==> src/rtl/slider_digit_entry_if.sv <==
`default_nettype none
// ============================================================================
// Module      : slider_digit_entry_if
// Description : Slider / operand bundle between the input conditioning
//               stage and the slider_digit_entry block.
// Revision    : 1.0  initial release
// ============================================================================
interface slider_digit_entry_if #(
    parameter int NUM_DIGITS   = 4,
    parameter int NUM_OPERANDS = 2,
    parameter int VALUE_W      = 14
);
    localparam int c_sel_w = (NUM_OPERANDS > 1) ? $clog2(NUM_OPERANDS) : 1;

    logic [NUM_DIGITS-1:0]           slider;
    logic                            dir;
    logic [c_sel_w-1:0]              operand_sel;
    logic                            clear;
    logic [NUM_OPERANDS*VALUE_W-1:0] operands;
    logic                            step_pulse;
    logic                            at_limit;

    modport master (
        output slider, dir, operand_sel, clear,
        input  operands, step_pulse, at_limit
    );

    modport slave (
        input  slider, dir, operand_sel, clear,
        output operands, step_pulse, at_limit
    );
endinterface
`default_nettype wire

==> src/rtl/slider_digit_entry.sv <==
`default_nettype none
// ============================================================================
// Module      : slider_digit_entry
// Description : Slider-driven decimal operand entry with hold/auto-repeat,
//               up/down stepping, saturation and per-operand clear.
// Revision    : 1.0  initial release
// ============================================================================
module slider_digit_entry #(
    parameter int NUM_DIGITS    = 4,
    parameter int NUM_OPERANDS  = 2,
    parameter int VALUE_W       = 14,
    parameter int HOLD_CYCLES   = 32500000,
    parameter int REPEAT_CYCLES = 8125000
) (
    input  wire logic           clk,
    input  wire logic           rst,
    slider_digit_entry_if.slave bus
);
    localparam int c_sel_w = (NUM_OPERANDS > 1) ? $clog2(NUM_OPERANDS) : 1;
    localparam int c_idx_w = (NUM_DIGITS > 1) ? $clog2(NUM_DIGITS) : 1;
    localparam int c_tmr_max = (HOLD_CYCLES > REPEAT_CYCLES) ? HOLD_CYCLES : REPEAT_CYCLES;
    localparam int c_tmr_w = $clog2(c_tmr_max) + 1;

    function automatic longint pow10(input int k);
        longint p;
        p = 1;
        for (int i = 0; i < k; i++) begin
            p = p * 10;
        end
        return p;
    endfunction

    function automatic logic sel_ok(input logic [c_sel_w-1:0] s);
        return int'(s) < NUM_OPERANDS;
    endfunction

    localparam logic [VALUE_W:0]   c_max     = (VALUE_W+1)'(pow10(NUM_DIGITS) - 1);
    localparam logic [c_tmr_w-1:0] c_hold_end = c_tmr_w'(HOLD_CYCLES - 1);
    localparam logic [c_tmr_w-1:0] c_rep_end  = c_tmr_w'(REPEAT_CYCLES - 1);

    typedef enum logic [1:0] {
        S_IDLE   = 2'd0,
        S_DELAY  = 2'd1,
        S_REPEAT = 2'd2
    } state_t;

    // Hold/repeat sequencer state
    state_t               r_state;
    state_t               w_nxt_state;
    logic [c_tmr_w-1:0]   r_timer;
    logic [c_tmr_w-1:0]   w_nxt_timer;
    logic [c_idx_w-1:0]   r_idx;
    logic [c_idx_w-1:0]   w_nxt_idx;
    logic                 w_issue;

    // Active slider decode
    logic                 w_any;
    logic [c_idx_w-1:0]   w_active;

    // Step request captured when the sequencer issues, applied one edge later
    logic                 r_req_valid;
    logic [c_idx_w-1:0]   r_req_idx;
    logic                 r_req_dir;
    logic [c_sel_w-1:0]   r_req_sel;

    // Operand datapath
    logic [NUM_OPERANDS*VALUE_W-1:0] r_operands;
    logic                 r_step_pulse;
    logic                 r_at_limit;
    logic [VALUE_W-1:0]   w_old;
    logic [VALUE_W:0]     w_wgt;
    logic [VALUE_W:0]     w_ext;
    logic [VALUE_W:0]     w_sum;
    logic [VALUE_W:0]     w_res;
    logic                 w_clamp;
    logic                 w_clear_ok;
    logic                 w_step_ok;

    // Lowest set slider wins; scan from the top so index 0 is assigned last.
    always_comb begin
        w_any    = |bus.slider;
        w_active = '0;
        for (int i = NUM_DIGITS - 1; i >= 0; i--) begin
            if (bus.slider[i]) begin
                w_active = c_idx_w'(i);
            end
        end
    end

    always_ff @(posedge clk) begin
        if (rst) begin
            r_state <= S_IDLE;
            r_timer <= '0;
            r_idx   <= '0;
        end else begin
            r_state <= w_nxt_state;
            r_timer <= w_nxt_timer;
            r_idx   <= w_nxt_idx;
        end
    end

    always_comb begin
        w_nxt_state = r_state;
        w_nxt_timer = r_timer;
        w_nxt_idx   = r_idx;
        w_issue     = 1'b0;
        case (r_state)
            S_DELAY, S_REPEAT: begin
                if (!w_any) begin
                    w_nxt_state = S_IDLE;
                    w_nxt_timer = '0;
                end else if (w_active != r_idx) begin
                    // A different digit takes over: behave like a fresh press
                    w_issue     = 1'b1;
                    w_nxt_state = S_DELAY;
                    w_nxt_timer = '0;
                    w_nxt_idx   = w_active;
                end else if ((r_state == S_DELAY) && (r_timer == c_hold_end)) begin
                    w_issue     = 1'b1;
                    w_nxt_state = S_REPEAT;
                    w_nxt_timer = '0;
                end else if ((r_state == S_REPEAT) && (r_timer == c_rep_end)) begin
                    w_issue     = 1'b1;
                    w_nxt_timer = '0;
                end else begin
                    w_nxt_timer = r_timer + 1'b1;
                end
            end
            default: begin
                if (w_any) begin
                    w_issue     = 1'b1;
                    w_nxt_state = S_DELAY;
                    w_nxt_timer = '0;
                    w_nxt_idx   = w_active;
                end
            end
        endcase
    end

    // Saturating step arithmetic, one bit wider than the operand
    always_comb begin
        w_old = '0;
        for (int i = 0; i < NUM_OPERANDS; i++) begin
            if (r_req_sel == c_sel_w'(i)) begin
                w_old = r_operands[i*VALUE_W +: VALUE_W];
            end
        end
        w_wgt = '0;
        for (int k = 0; k < NUM_DIGITS; k++) begin
            if (r_req_idx == c_idx_w'(k)) begin
                w_wgt = (VALUE_W+1)'(pow10(k));
            end
        end
        w_ext   = {1'b0, w_old};
        w_sum   = w_ext + w_wgt;
        w_res   = '0;
        w_clamp = 1'b0;
        if (!r_req_dir) begin
            if (w_sum > c_max) begin
                w_res   = c_max;
                w_clamp = 1'b1;
            end else begin
                w_res = w_sum;
            end
        end else begin
            if (w_ext >= w_wgt) begin
                w_res = w_ext - w_wgt;
            end else begin
                w_clamp = 1'b1;
            end
        end
    end

    assign w_clear_ok = bus.clear && sel_ok(bus.operand_sel);
    assign w_step_ok  = r_req_valid && sel_ok(r_req_sel);

    always_ff @(posedge clk) begin
        if (rst) begin
            r_req_valid  <= 1'b0;
            r_req_idx    <= '0;
            r_req_dir    <= 1'b0;
            r_req_sel    <= '0;
            r_operands   <= '0;
            r_step_pulse <= 1'b0;
            r_at_limit   <= 1'b0;
        end else begin
            r_req_valid  <= w_issue;
            r_req_idx    <= w_active;
            r_req_dir    <= bus.dir;
            r_req_sel    <= bus.operand_sel;
            r_step_pulse <= 1'b0;
            // A clear landing on the same edge as a step wins and drops the step
            if (w_clear_ok) begin
                for (int i = 0; i < NUM_OPERANDS; i++) begin
                    if (bus.operand_sel == c_sel_w'(i)) begin
                        r_operands[i*VALUE_W +: VALUE_W] <= '0;
                    end
                end
                r_at_limit <= 1'b0;
            end else if (w_step_ok) begin
                for (int i = 0; i < NUM_OPERANDS; i++) begin
                    if (r_req_sel == c_sel_w'(i)) begin
                        r_operands[i*VALUE_W +: VALUE_W] <= w_res[VALUE_W-1:0];
                    end
                end
                r_step_pulse <= 1'b1;
                r_at_limit   <= w_clamp;
            end
        end
    end

    assign bus.operands   = r_operands;
    assign bus.step_pulse = r_step_pulse;
    assign bus.at_limit   = r_at_limit;

endmodule
`default_nettype wire

==> src/flat_wrapper.sv <==
// flat-port wrapper written by rule: the top's interface ports become plain ports
module slider_digit_entry_flat 
#(
    parameter int NUM_DIGITS    = 4,
    parameter int NUM_OPERANDS  = 2,
    parameter int VALUE_W       = 14,
    parameter int HOLD_CYCLES   = 32500000,
    parameter int REPEAT_CYCLES = 8125000
)
  (clk, rst, bus_slider, bus_dir, bus_operand_sel, bus_clear, bus_operands, bus_step_pulse, bus_at_limit);
  slider_digit_entry_if #(.NUM_DIGITS(NUM_DIGITS), .NUM_OPERANDS(NUM_OPERANDS), .VALUE_W(VALUE_W)) bus_i ();
  input  wire logic clk;
  input  wire logic rst;
  input wire logic [$bits(bus_i.slider)-1:0] bus_slider;
  input wire logic [$bits(bus_i.dir)-1:0] bus_dir;
  input wire logic [$bits(bus_i.operand_sel)-1:0] bus_operand_sel;
  input wire logic [$bits(bus_i.clear)-1:0] bus_clear;
  output wire logic [$bits(bus_i.operands)-1:0] bus_operands;
  output wire logic [$bits(bus_i.step_pulse)-1:0] bus_step_pulse;
  output wire logic [$bits(bus_i.at_limit)-1:0] bus_at_limit;
  assign bus_i.slider = bus_slider;
  assign bus_i.dir = bus_dir;
  assign bus_i.operand_sel = bus_operand_sel;
  assign bus_i.clear = bus_clear;
  assign bus_operands = bus_i.operands;
  assign bus_step_pulse = bus_i.step_pulse;
  assign bus_at_limit = bus_i.at_limit;
  slider_digit_entry #(.NUM_DIGITS(NUM_DIGITS), .NUM_OPERANDS(NUM_OPERANDS), .VALUE_W(VALUE_W), .HOLD_CYCLES(HOLD_CYCLES), .REPEAT_CYCLES(REPEAT_CYCLES)) u_core (.clk(clk), .rst(rst), .bus(bus_i));
endmodule
==> config.mk <==
export PLATFORM = sky130hd
export DESIGN_NAME = slider_digit_entry_flat
export DESIGN_NICKNAME = d
export VERILOG_FILES = /design/src/rtl/slider_digit_entry_if.sv /design/src/rtl/slider_digit_entry.sv /design/src/flat_wrapper.sv
export SDC_FILE = /design/constraint.sdc
export NUM_CORES = 1
export LEC_CHECK = 0
export ABC_CLOCK_PERIOD_IN_PS = 5400
export CORE_UTILIZATION = 40
export DETAILED_ROUTE_END_ITERATION = 16
export PLACE_DENSITY = 0.57
export RECOVER_POWER = 100
export SLEW_MARGIN = 20
export SYNTH_ARGS = -nofsm -noshare
export SYNTH_HDL_FRONTEND = slang
export SYNTH_SLANG_ARGS = --single-unit
==> constraint.sdc <==
create_clock -name clk -period 5.4 [get_ports clk]
set_input_delay 1.08 -clock clk [delete_from_list [all_inputs] [get_ports clk]]
set_output_delay 1.08 -clock clk [all_outputs]
set_load 0.02 [all_outputs]
* Word-level counts from Yosys, hierarchy flattened
Index checks and enable logic that the tools add are counted.
** Operators by class
- Add/subtract/negate cells :: 3
- Order comparisons :: 2
- Equality and inequality tests :: 13
- Muxes and demuxes :: 43
- Reductions and logical operators :: 13
** Operator list (number)
- $mux W26 :: 6
- $mux W14 :: 8
- $mux W28 :: 2
- $add A26 B1 Y26 const B :: 1
- $eq A26 B23 Y1 const B :: 1
- $eq A26 B25 Y1 const B :: 1
- $mux W2 :: 13
- $add A14 B10 Y15 :: 1
- $gt A15 B14 Y1 const B :: 1
- $ge A14 B10 Y1 :: 1
- $sub A14 B10 Y14 :: 1
- $mux W1 :: 11
- $mux W10 :: 1
- $mux W7 :: 1
- $eq A2 B2 Y1 const B :: 3
- $ne A2 B2 Y1 const B :: 3
- $reduce_and A3 Y1 :: 2
- $reduce_bool A2 Y1 :: 3
- $eq A2 B1 Y1 const B :: 2
- $mux W4 :: 1
- $ne A4 B4 Y1 const B :: 1
- $reduce_and A2 Y1 :: 2
- $reduce_or A2 Y1 :: 2
- $reduce_or A4 Y1 :: 1
- other kinds (4) :: 5
** Storage, ports and cells
- Register bits :: 65
- Input bits :: 9
- Output and inout port bits :: 30
- Logic and storage cells :: 85

* Longest topological paths before layout
- Depth after elaboration :: 12
- Mapped depth :: 18
- Depth with buffers taken out :: 15

* Worst setup path after synthesis
No wires, ideal clock.
- Path kind :: reg-to-reg
- From :: register u_core.r_req_sel
- To :: register u_core.r_operands[26], in the netlist u_core.bus.operands[26]
- Setup time :: 0.128 ns
- Arrival time :: 4.070 ns
- Data required time :: 5.272 ns
- Slack :: 1.203 ns
- Stages on the path, launching flop included :: 19
- Buffers on the path :: 3
- Clock period less this slack :: 4.197 ns
- Path through :: dfxtp_1 buf_6 clkbuf_1 mux2i_1 inv_1 ha_1 inv_1 fa_1 or2_1 a2111oi_4 nor4_2 o221ai_1 nand4_1 or4_4 o31ai_2 nand2_1 buf_4 a32oi_1 nor2_1
** Between the ends
- Cells in the longest elaborated chain, start to end :: 8
- Elaborated cells on any way between the ends :: 13
** RTL lines
- from (decl) :: line slider_digit_entry.sv:64 : logic [c_sel_w-1:0] r_req_sel;
- from (signal assigned) :: line slider_digit_entry.sv:190 : r_req_sel <= bus.operand_sel;
- $mux W14 :: line slider_digit_entry.sv:144 : if (r_req_sel == c_sel_w'(i)) begin
- $add A14 B10 Y15 :: line slider_digit_entry.sv:155 : w_sum = w_ext + w_wgt;
- $gt A15 B14 Y1 :: line slider_digit_entry.sv:159 : if (w_sum > c_max) begin
- $mux W14 :: line slider_digit_entry.sv:159
- $mux W14 :: line slider_digit_entry.sv:158 : if (!r_req_dir) begin
- $mux W14 :: line slider_digit_entry.sv:202 : if (r_req_sel == c_sel_w'(i)) begin
- $mux W28 :: line slider_digit_entry.sv:200 : end else if (w_step_ok) begin
- $mux W28 :: line slider_digit_entry.sv:193 : if (w_clear_ok) begin
- to (signal, indexed assignment) :: line slider_digit_entry.sv:203 : r_operands[i*VALUE_W +: VALUE_W] <= w_res[VALUE_W-1:0];
- to (decl) :: line slider_digit_entry.sv:67 : logic [NUM_OPERANDS*VALUE_W-1:0] r_operands;
Several ways; a longest one is shown, not always the timed one. The select of a mux whose other input is x is not followed.
A chain may end at the register's enable or synchronous reset.

* Worst setup path after layout
- From :: register u_core.r_req_sel
- To :: register u_core.r_operands[12], in the netlist u_core.bus.operands[12]
Same word-level chain as after synthesis.

==> results.yml <==
cts:
  clk_latency_ps: 330
  cts_buffer_depth: 2
  clkTransAtPathRegs_ps: 60
  root_buffer: "clkbuf_16"
  cts_buffers: 9
  htree_num_levels: 3
  hold_buffers: 0
  cts_tree: "yes"
  cts_resized: 0
  clock_sinks: 65
  post_cts_buffers: 0
power:
  cellPowerDensity_nw_per_um2: 248
  irDropWorstVdd_mv: 0.150
  power_leakage_nw: 2.04
critical_path:
  start_kind: "flip-flop"
  end_kind: "flip-flop"
  cp.required_ps: 5550
  crit_arrival_ps: 5050
  crit_fanout: 15
  path_class: "reg2reg"
sta:
  tightest_slew_ps: 1720
  finalCritPeriodShare_pct: 90.6
  rsz0062_at_grt: "false"
  max_freq_ghz: 0.204
  slew_viol_final: 40
  skew_ps: 6.91
  setup_viol: 0
  min_period_ps: 4890
  fin_tns_setup_ps: 0
  relSlewSlack_pct: -14.9
  hold_ws_ps: 472
  hold_viol_final: 0
floorplanning:
  rows: 39
  io_pins: 39
  coreArea_um2: 11400
  die_h_um: 110
  die_width_um: 110
  design.die.area_um2: 12100
  initial_core_util_pct: 40.9
layout:
  diodes: 0
  drive_gt1_share_pct: 6.60
  nNetsFinal: 648
  fillCellCount: 1178
  area_growth_pct: 15.3
synth:
  ys_ff_latch: 65
  synth_edf_count: 0
  synthTopCellsByArea: "dfxtp_1, nor2_1, ha_1"
  ys_warn_count: 0
  ys_seq_area_share_pct: 28.0
  synth_top_area_share_pct: 28.0
  synthTopCellsByCount: "nor2_1, dfxtp_1, nand2_1"
  yosys_most_used_dff: "dfxtp_1"
  synth_area_um2: 4650
  yosys.area.top_type: "dfxtp_1"
  ys_types: 75
  yosysMostFrequentCell: "nor2_1"
  synth_fp_nets: 629
  synthArstFlopShare_pct: 0
  syn_area_per_cell_um2: 7.79
  synth_cells: 597
job:
  cap_violations: 1
run_status:
  status: "finished with violations"
  failed_checks: "capacitance limit, slew limit"
global_routing:
  grt_start_max_net_pins: 40
  grt_pass1_vias: 4121
  track_usage_pct: 22.8
  grt_pass1_wl_mm: 21.3
  antenna_found_initial: 0
  overflow: 0
min_path:
  hold_class: "reg2reg"
route:
  via_per_inst: 6.01
  drt_iter0_markers: 249
  ant_nets: 0
  route.vias.total: 4595
  wl_per_cell_um: 17.6
  drc: 0
  route.final.wire_length_mm: 13.4
  drtPass1Iterations: 5
placed_design:
  gp_congestion: 0.948
  hpwlAfterDp_mm: 9.99
  port_buffers: 38
==> critical path, cell delays in order (launching register included) <==
cell      delay, ps
dfxtp_1         520
buf_4           310
mux2_1          390
ha_1            420
nand2b_1        200
a221oi_1        610
o21ai_0         220
o221ai_1        300
nand4_1         220
or4_1           620
o31ai_2         170
nand2_1         370
a32oi_1         310
nor2_1           70
==> layout make-up <==
cell class	count	area, um^2	share of cell area, %
inverters	25	93.8	1.75
clock buffers	11	243	4.53
clock inverters	5	55.1	1.03
repair buffers	43	404	7.54
well taps	143	179	3.34
multi-input cells	472	3080	57.5
flip-flops and latches	65	1300	24.3
==> routing by layer <==
metal	global-route usage [%]	wire, um
met1	32.6	6720
met2	34.0	5800
met3	4.21	620
met5	0	0
met4	7.81	264
==> final timing paths <==
kind | startpoint | to | slack [ps] | cells past startpoint
max | u_core.r_req_sel$_SDFF_PP0_ | u_core.bus.operands[12]$_SDFFE_PP0P_ | 510 | 13
min reg2reg | u_core.bus.operands[19]$_SDFFE_PP0P_ | u_core.bus.operands[19]$_SDFFE_PP0P_ | 470 | 2
max reg2reg | u_core.r_req_sel$_SDFF_PP0_ | u_core.bus.operands[12]$_SDFFE_PP0P_ | 510 | 13
min | u_core.bus.operands[19]$_SDFFE_PP0P_ | u_core.bus.operands[19]$_SDFFE_PP0P_ | 470 | 2
==> through the flow <==
stage	total power [W]	area [um^2]	worst slack, ps	util (%)	std cells
floorplan	0.000688	4650	1200	-	597
global placement	0.000759	5100	944	44.9	748
detailed placement	0.000762	5100	669	44.9	748
CTS	0.00135	5400	651	47.5	764
global route	0.00139	5360	168	47.1	764
finish	0.00133	5360	508	47.1	764
==> where the power goes <==
part	internal [W]	switching (W)	leakage, nW
clock network	0.000368	0.000214	0.142
registers	0.000492	0.0000136	0.527
logic	0.0000919	0.000152	1.37
==> sequential cells by signal, indices dropped and copies added (netlist names) <==
register and count:
u_core.bus.at_limit 1, u_core.bus.operands 28, u_core.bus.step_pulse 1, u_core.r_idx 2, u_core.r_req_dir 1, u_core.r_req_idx 2, u_core.r_req_sel 1, u_core.r_req_valid 1
u_core.r_state 2, u_core.r_timer 26
==> cell families (layout without fill, tap and decap cells) <==
group / after synthesis / after routing / synth area share [%]
AO/OA/AOI/OAI: 173 / 173 / 25.9
XOR/XNOR: 13 / 13 / 2.45
adder cells (fa/ha/maj): 23 / 23 / 6.51
buffers and inverters: 60 / 84 / 5.14
flip-flops: 65 / 65 / 28.0
multiplexers: 19 / 19 / 4.44
AND/OR/NAND/NOR: 244 / 244 / 27.5
==> cell usage in the layout, fill, tap and decap left out, types with 10 or more instances in the layout <==
cell type | netlist | final
nor2_1 | 71 | 71
dfxtp_1 | 65 | 65
nand2_1 | 49 | 49
a21oi_1 | 46 | 46
o21ai_0 | 30 | 33
dlygate4sd3_1 | 0 | 31
inv_1 | 25 | 25
ha_1 | 21 | 21
nor3_1 | 19 | 19
nand3_1 | 14 | 14
nand3b_1 | 12 | 12
nor2b_1 | 12 | 12
o31ai_1 | 10 | 11
xnor2_1 | 10 | 10
o21ai_1 | 13 | 10
nor4_1 | 10 | 10
Power figures use the tool's default switching activity.
==> edit 1: new RTL, same flow settings <==
`NUM_OPERANDS` is set to 2 in 3 places; all go to 1.
--- a/src/rtl/slider_digit_entry_if.sv
+++ b/src/rtl/slider_digit_entry_if.sv
@@ -9,3 +9,3 @@
     parameter int NUM_DIGITS   = 4,
-    parameter int NUM_OPERANDS = 2,
+    parameter int NUM_OPERANDS = 1,
     parameter int VALUE_W      = 14
--- a/src/rtl/slider_digit_entry.sv
+++ b/src/rtl/slider_digit_entry.sv
@@ -9,3 +9,3 @@
     parameter int NUM_DIGITS    = 4,
-    parameter int NUM_OPERANDS  = 2,
+    parameter int NUM_OPERANDS  = 1,
     parameter int VALUE_W       = 14,
--- a/src/flat_wrapper.sv
+++ b/src/flat_wrapper.sv
@@ -4,3 +4,3 @@
     parameter int NUM_DIGITS    = 4,
-    parameter int NUM_OPERANDS  = 2,
+    parameter int NUM_OPERANDS  = 1,
     parameter int VALUE_W       = 14,
Interface: changed (resized bus_operands); port bits go from 39 to 25. The function was not compared with the original's and may differ.
==> edit 1 against the unedited design <==
  * The flow still finishes with violations (capacitance limit, slew limit)
  * First-iteration DRC count shrank 28%
  * Setup slack better by 0.45 ns
  * Routed wire length down 20%
  * Synthesized area shrank 10%
  * Sequential cell count fell by 14
  * Design area down 16%
  * Total power decreased by 35%
  * Critical path type unchanged
  * Critical endpoint is now u_core.bus.operands[5]
  * Largest cell class unchanged
==> edit 1: results (changes against the unedited design) <==
Run status
  – Status: finished with violations
  – Failing checks: capacitance limit, slew limit

Timing
  – Final Max Slew Viols: 42 (+5.0%)
  – Max transition margin: -29.0% (-14 points)

Pwr
  – LEAKAGE: 1.71 nW (-16%)
  – IR drop worst, VDD: 0.000107 V (-29%)
  – P_clk: 0.000239 W (-59%)

Placed design
  – Number of buffer cells added on primary ports: 24 (-37%)
  – Dpl cells: 666 (-11%)
  – Gp weighted congestion: 0.851 (-10%)
  – Placement Setup Slack: 1.42 ns (+0.746 ns)

Layout
  – # fillers: 1010 (-14%)
  – Multi-input logic area: 0.00292 sq mm (-5.4%)
  – # nets final: 570 (-12%)

Clocking
  – CTS clk-pin slew, worst paths: 0.10 ns (+0.04 ns)
  – H-tree depth: 2 (-1)

Job
  – Total of max-cap violations: 1 (unchanged)

Critical path
  – CP max stage delay: 0.99 ns (+0.37 ns)
  – CP Max Fanout: 17 (+2)

Hold path
  – Hold Crit Start: u_core.r_state[1]

Synth
  – Adder-Cell Fraction of Synth Area: 6.94% (+0.42 points)
  – Cell count after synthesis: 533 (-11%)
  – Post-Syn Nets: 563 (-10%)
  – Register area share after synthesis: 24.5% (-3.5 points)

Drt
  – Routed met1 length: 4.68 mm (-30%)
  – Met2 Routed Length: 5.43 mm (-6.4%)
  – Wire per inst: 16.0 microns (-9.0%)
  – Via count: 3858 (-16%)
  – Post-Route WL: 10.8 mm (-20%)

Global routing
  – Largest net degree at the start of global routing: 42 (+5.0%)
  – First-pass GRT wire length: 17.9 mm (-16%)
-- edit 1: changes by cell type in the layout (fill, tap and decap cells not counted), sizes merged, moves of 10 or more --
cell / delta
mux2: -10
dlygate4sd3: -13
dfxtp: -14
o21ai: -11
nor2: -13
inv: -11
-- edit 1: path summary, 6_finish.rpt --
path                       endpoint  slack [ns]  cells past startpoint
max reg2reg  u_core.bus.operands[5]        0.95                     10
max          u_core.bus.operands[5]        0.95                     10
min               u_core.r_state[1]        0.49                      2
min reg2reg       u_core.r_state[1]        0.49                      2
-- edit 1: layout make-up --
type / instances / share of cell area, %
inverter: 13 / 1.08
sequential: 51 / 22.7
clock inverter: 2 / 0.361
timing repair buffer: 28 / 5.83
tap: 133 / 3.69
clock buffer: 6 / 1.61
multi-input combinational: 441 / 64.8
-- edit 1: layer usage --
layer / global-route usage (%) / up-vias
met5: 0 / -
met1: 23.6 / 1798
met2: 36.5 / 74
met3: 2.88 / 23
met4: 8.16 / 0
li1: - / 1963
==> edit 2: new RTL, same settings <==
Without the edit above. The 3 states of `state_t` get a one-hot encoding in 3 bits.
--- a/src/rtl/slider_digit_entry.sv
+++ b/src/rtl/slider_digit_entry.sv
@@ -40,6 +40,6 @@
 
-    typedef enum logic [1:0] {
-        S_IDLE   = 2'd0,
-        S_DELAY  = 2'd1,
-        S_REPEAT = 2'd2
+    typedef enum logic [2:0] {
+        S_IDLE   = 3'b001,
+        S_DELAY  = 3'b010,
+        S_REPEAT = 3'b100
     } state_t;
Behaviour: same outputs for any inputs over 4 cycles, from zero or initial values and one cycle with rst high; so few cycles prove little.
==> edit 2 against the unedited design <==
  * The run still ends with capacitance limit, slew limit left
  * Design area down 0.44%
  * Synthesized area down 1.3%
  * Sequential power up 3%
  * Total power up 6.1%
  * Clock skew up 0.0024 ns
  * Routed wire length about the same
  * Synthesized cell count down 2.7%
  * Sequential cell count up 1
  * Clock power up 11%
  * Setup slack better by 0.17 ns
  * Fmax up 3.6%
==> edit 2: results (changes against the unedited design) <==
Critical path
  – R2R Setup Slk: 0.68 ns (+0.17 ns)
  – CP max stage delay: 0.88 ns (+0.26 ns)
  – Slowest CP cell: dfxtp_1
  – Setup crit end: u_core.bus.operands[17]
  – Crit-path leading delay family: compound AO/OA/AOI/OAI gates
  – Cell count of the worst reg-to-reg path: 12 (-1)
  – Worst setup path startpoint: u_core.r_req_sel
  – Crit path DAT: 4.93 ns (-0.12 ns)
  – CP Max Fanout: 14 (-1)

Placed design
  – Dpl hpwl: 9.59 mm (-4.1%)
  – Number of buffer cells added on primary ports: 38 (unchanged)
  – Gp weighted congestion: 0.997 (+5.1%)

Clocking
  – Max clock buf depth: 2 (unchanged)
  – # Post-CTS Setup Buffers: 0 (unchanged)
  – CTS clk-pin slew, worst paths: 0.06 ns (about the same)
  – CTS resizes: 0 (unchanged)
  – Clk_lat worst skew: 0.34 ns
  – H-tree depth: 3 (unchanged)
  – Root Driver: clkbuf_16
  – TritonCTS Buffers: 9 (unchanged)

Global routing
  – First-pass GRT wire length: 21.9 mm (+2.6%)
  – Overall Global Routing Usage: 24.1% (+1.3 points)
  – Initial antenna violation count: 0 (unchanged)
  – Largest net degree at the start of global routing: 72 (+80%)
  – Vias in the first global route: 4168 (+1.1%)

Synth
  – Dominant synthesized flop cell: dfxtp_1
  – Synth warnings: 0 (unchanged)
  – List of most frequent post-synthesis cells: nor2_1 (70), dfxtp_1 (66), a21oi_1 (46)
  – Synth cell types: 71 (-5.3%)
  – Register area share after synthesis: 28.8% (+0.79 points)
  – Post-Syn Nets: 611 (-2.9%)
  – Largest cells by area after synthesis: dfxtp_1 (29%), nor2_1 (5.7%), ha_1 (5.2%), a21oi_1 (5.0%), o21ai_0 (4.1%)
  – Post-synth ARST share: 0% (unchanged)

Drt
  – Via count: 4446 (-3.2%)
  – DRT Pass-1 Iters: 5 (unchanged)
  – Post-Route WL: 13.4 mm (about the same)
  – 1st-iter DRT viols: 323 (+30%)

Hold path
  – Hold Crit Class: reg2reg
  – Hold Crit Start: u_core.r_idx[1]

Timing
  – Max transition margin: -93.1% (-78 points)
  – Final Max Slew Viols: 72 (+80%)
  – Clock Skews: 0.00928 ns (+0.00236 ns)

Layout
  – # nets final: 631 (-2.6%)
  – Share of layout cells above drive strength 1: 6.60% (about the same)
  – Number of antenna cells inserted: 0 (unchanged)
  – # fillers: 1093 (-7.2%)
  – Largest register FFs: 28 (unchanged)

Job
  – Total of max-cap violations: 1 (unchanged)

Run status
  – Status: finished with violations
  – Failing checks: capacitance limit, slew limit

Pwr
  – IR drop worst, VDD: 0.000161 V (+6.8%)
  – LEAKAGE: 2.03 nW (-0.23%)
[edit 2: how the worst min path moves through the flow]
stage                              end  slack (ns)  depth (start not counted)
finish                 u_core.r_idx[1]        0.47                          2
global route        u_core.r_timer[25]        0.52                          1
CTS                    u_core.r_idx[1]        0.47                          2
detailed placement     u_core.r_idx[1]        0.46                          2
global placement       u_core.r_idx[1]        0.46                          2
floorplan              u_core.r_idx[1]        0.45                          2
[edit 2: worst min-delay path: stages, from the launching register on]
cell	delay (ns)
dfxtp_1	0.32
nand2_1	0.05
a21oi_1	0.05
[edit 2: final cells by class]
class | instances | share of cell area (%)
repair buffers | 42 | 7.46
clock inverters | 4 | 1.38
flip-flops and latches | 66 | 24.8
inverters | 27 | 1.90
clock buffers | 12 | 4.81
well taps | 140 | 3.28
multi-input cells | 455 | 56.4
[edit 2: metal layers]
| layer | wire length (microns) | vias up | global-route usage [%] |
|---|---|---|---|
| met5 | 0 | - | 0 |
| met4 | 420 | 0 | 12.2 |
| met3 | 627 | 32 | 3.53 |
| met2 | 6180 | 145 | 37.8 |
| met1 | 6190 | 2077 | 32.0 |
| li1 | - | 2192 | - |
[edit 2: kinds of logic after synthesis]
group           Yosys count  synth area share [%]
compound gates          183                  27.1
flops                    66                  28.8
fa+ha+maj                21                  6.05
buf+inv                  60                  5.56
simple gates            218                  25.0
xor+xnor                 16                  3.46
mux                      17                  4.03
[edit 2: metrics by stage]
step | cell area [sq um] | util (%) | cells | setup slack [ns] | hold slack, ns
global placement | 5020 | 45.6 | 730 | 1.14 | 0.456
global route | 5340 | 48.4 | 746 | 0.348 | 0.518
detailed placement | 5020 | 45.6 | 730 | 1.05 | 0.465
CTS | 5360 | 48.5 | 746 | 1.02 | 0.472
finish | 5340 | 48.4 | 746 | 0.678 | 0.472
floorplan | 4590 | - | 581 | 1.42 | 0.448
[edit 2: report_power, final]
| part | internal, W | switching [W] |
|---|---|---|
| sequential | 0.000501 | 0.0000185 |
| combinational | 0.0000921 | 0.000151 |
| clock | 0.000429 | 0.000221 |
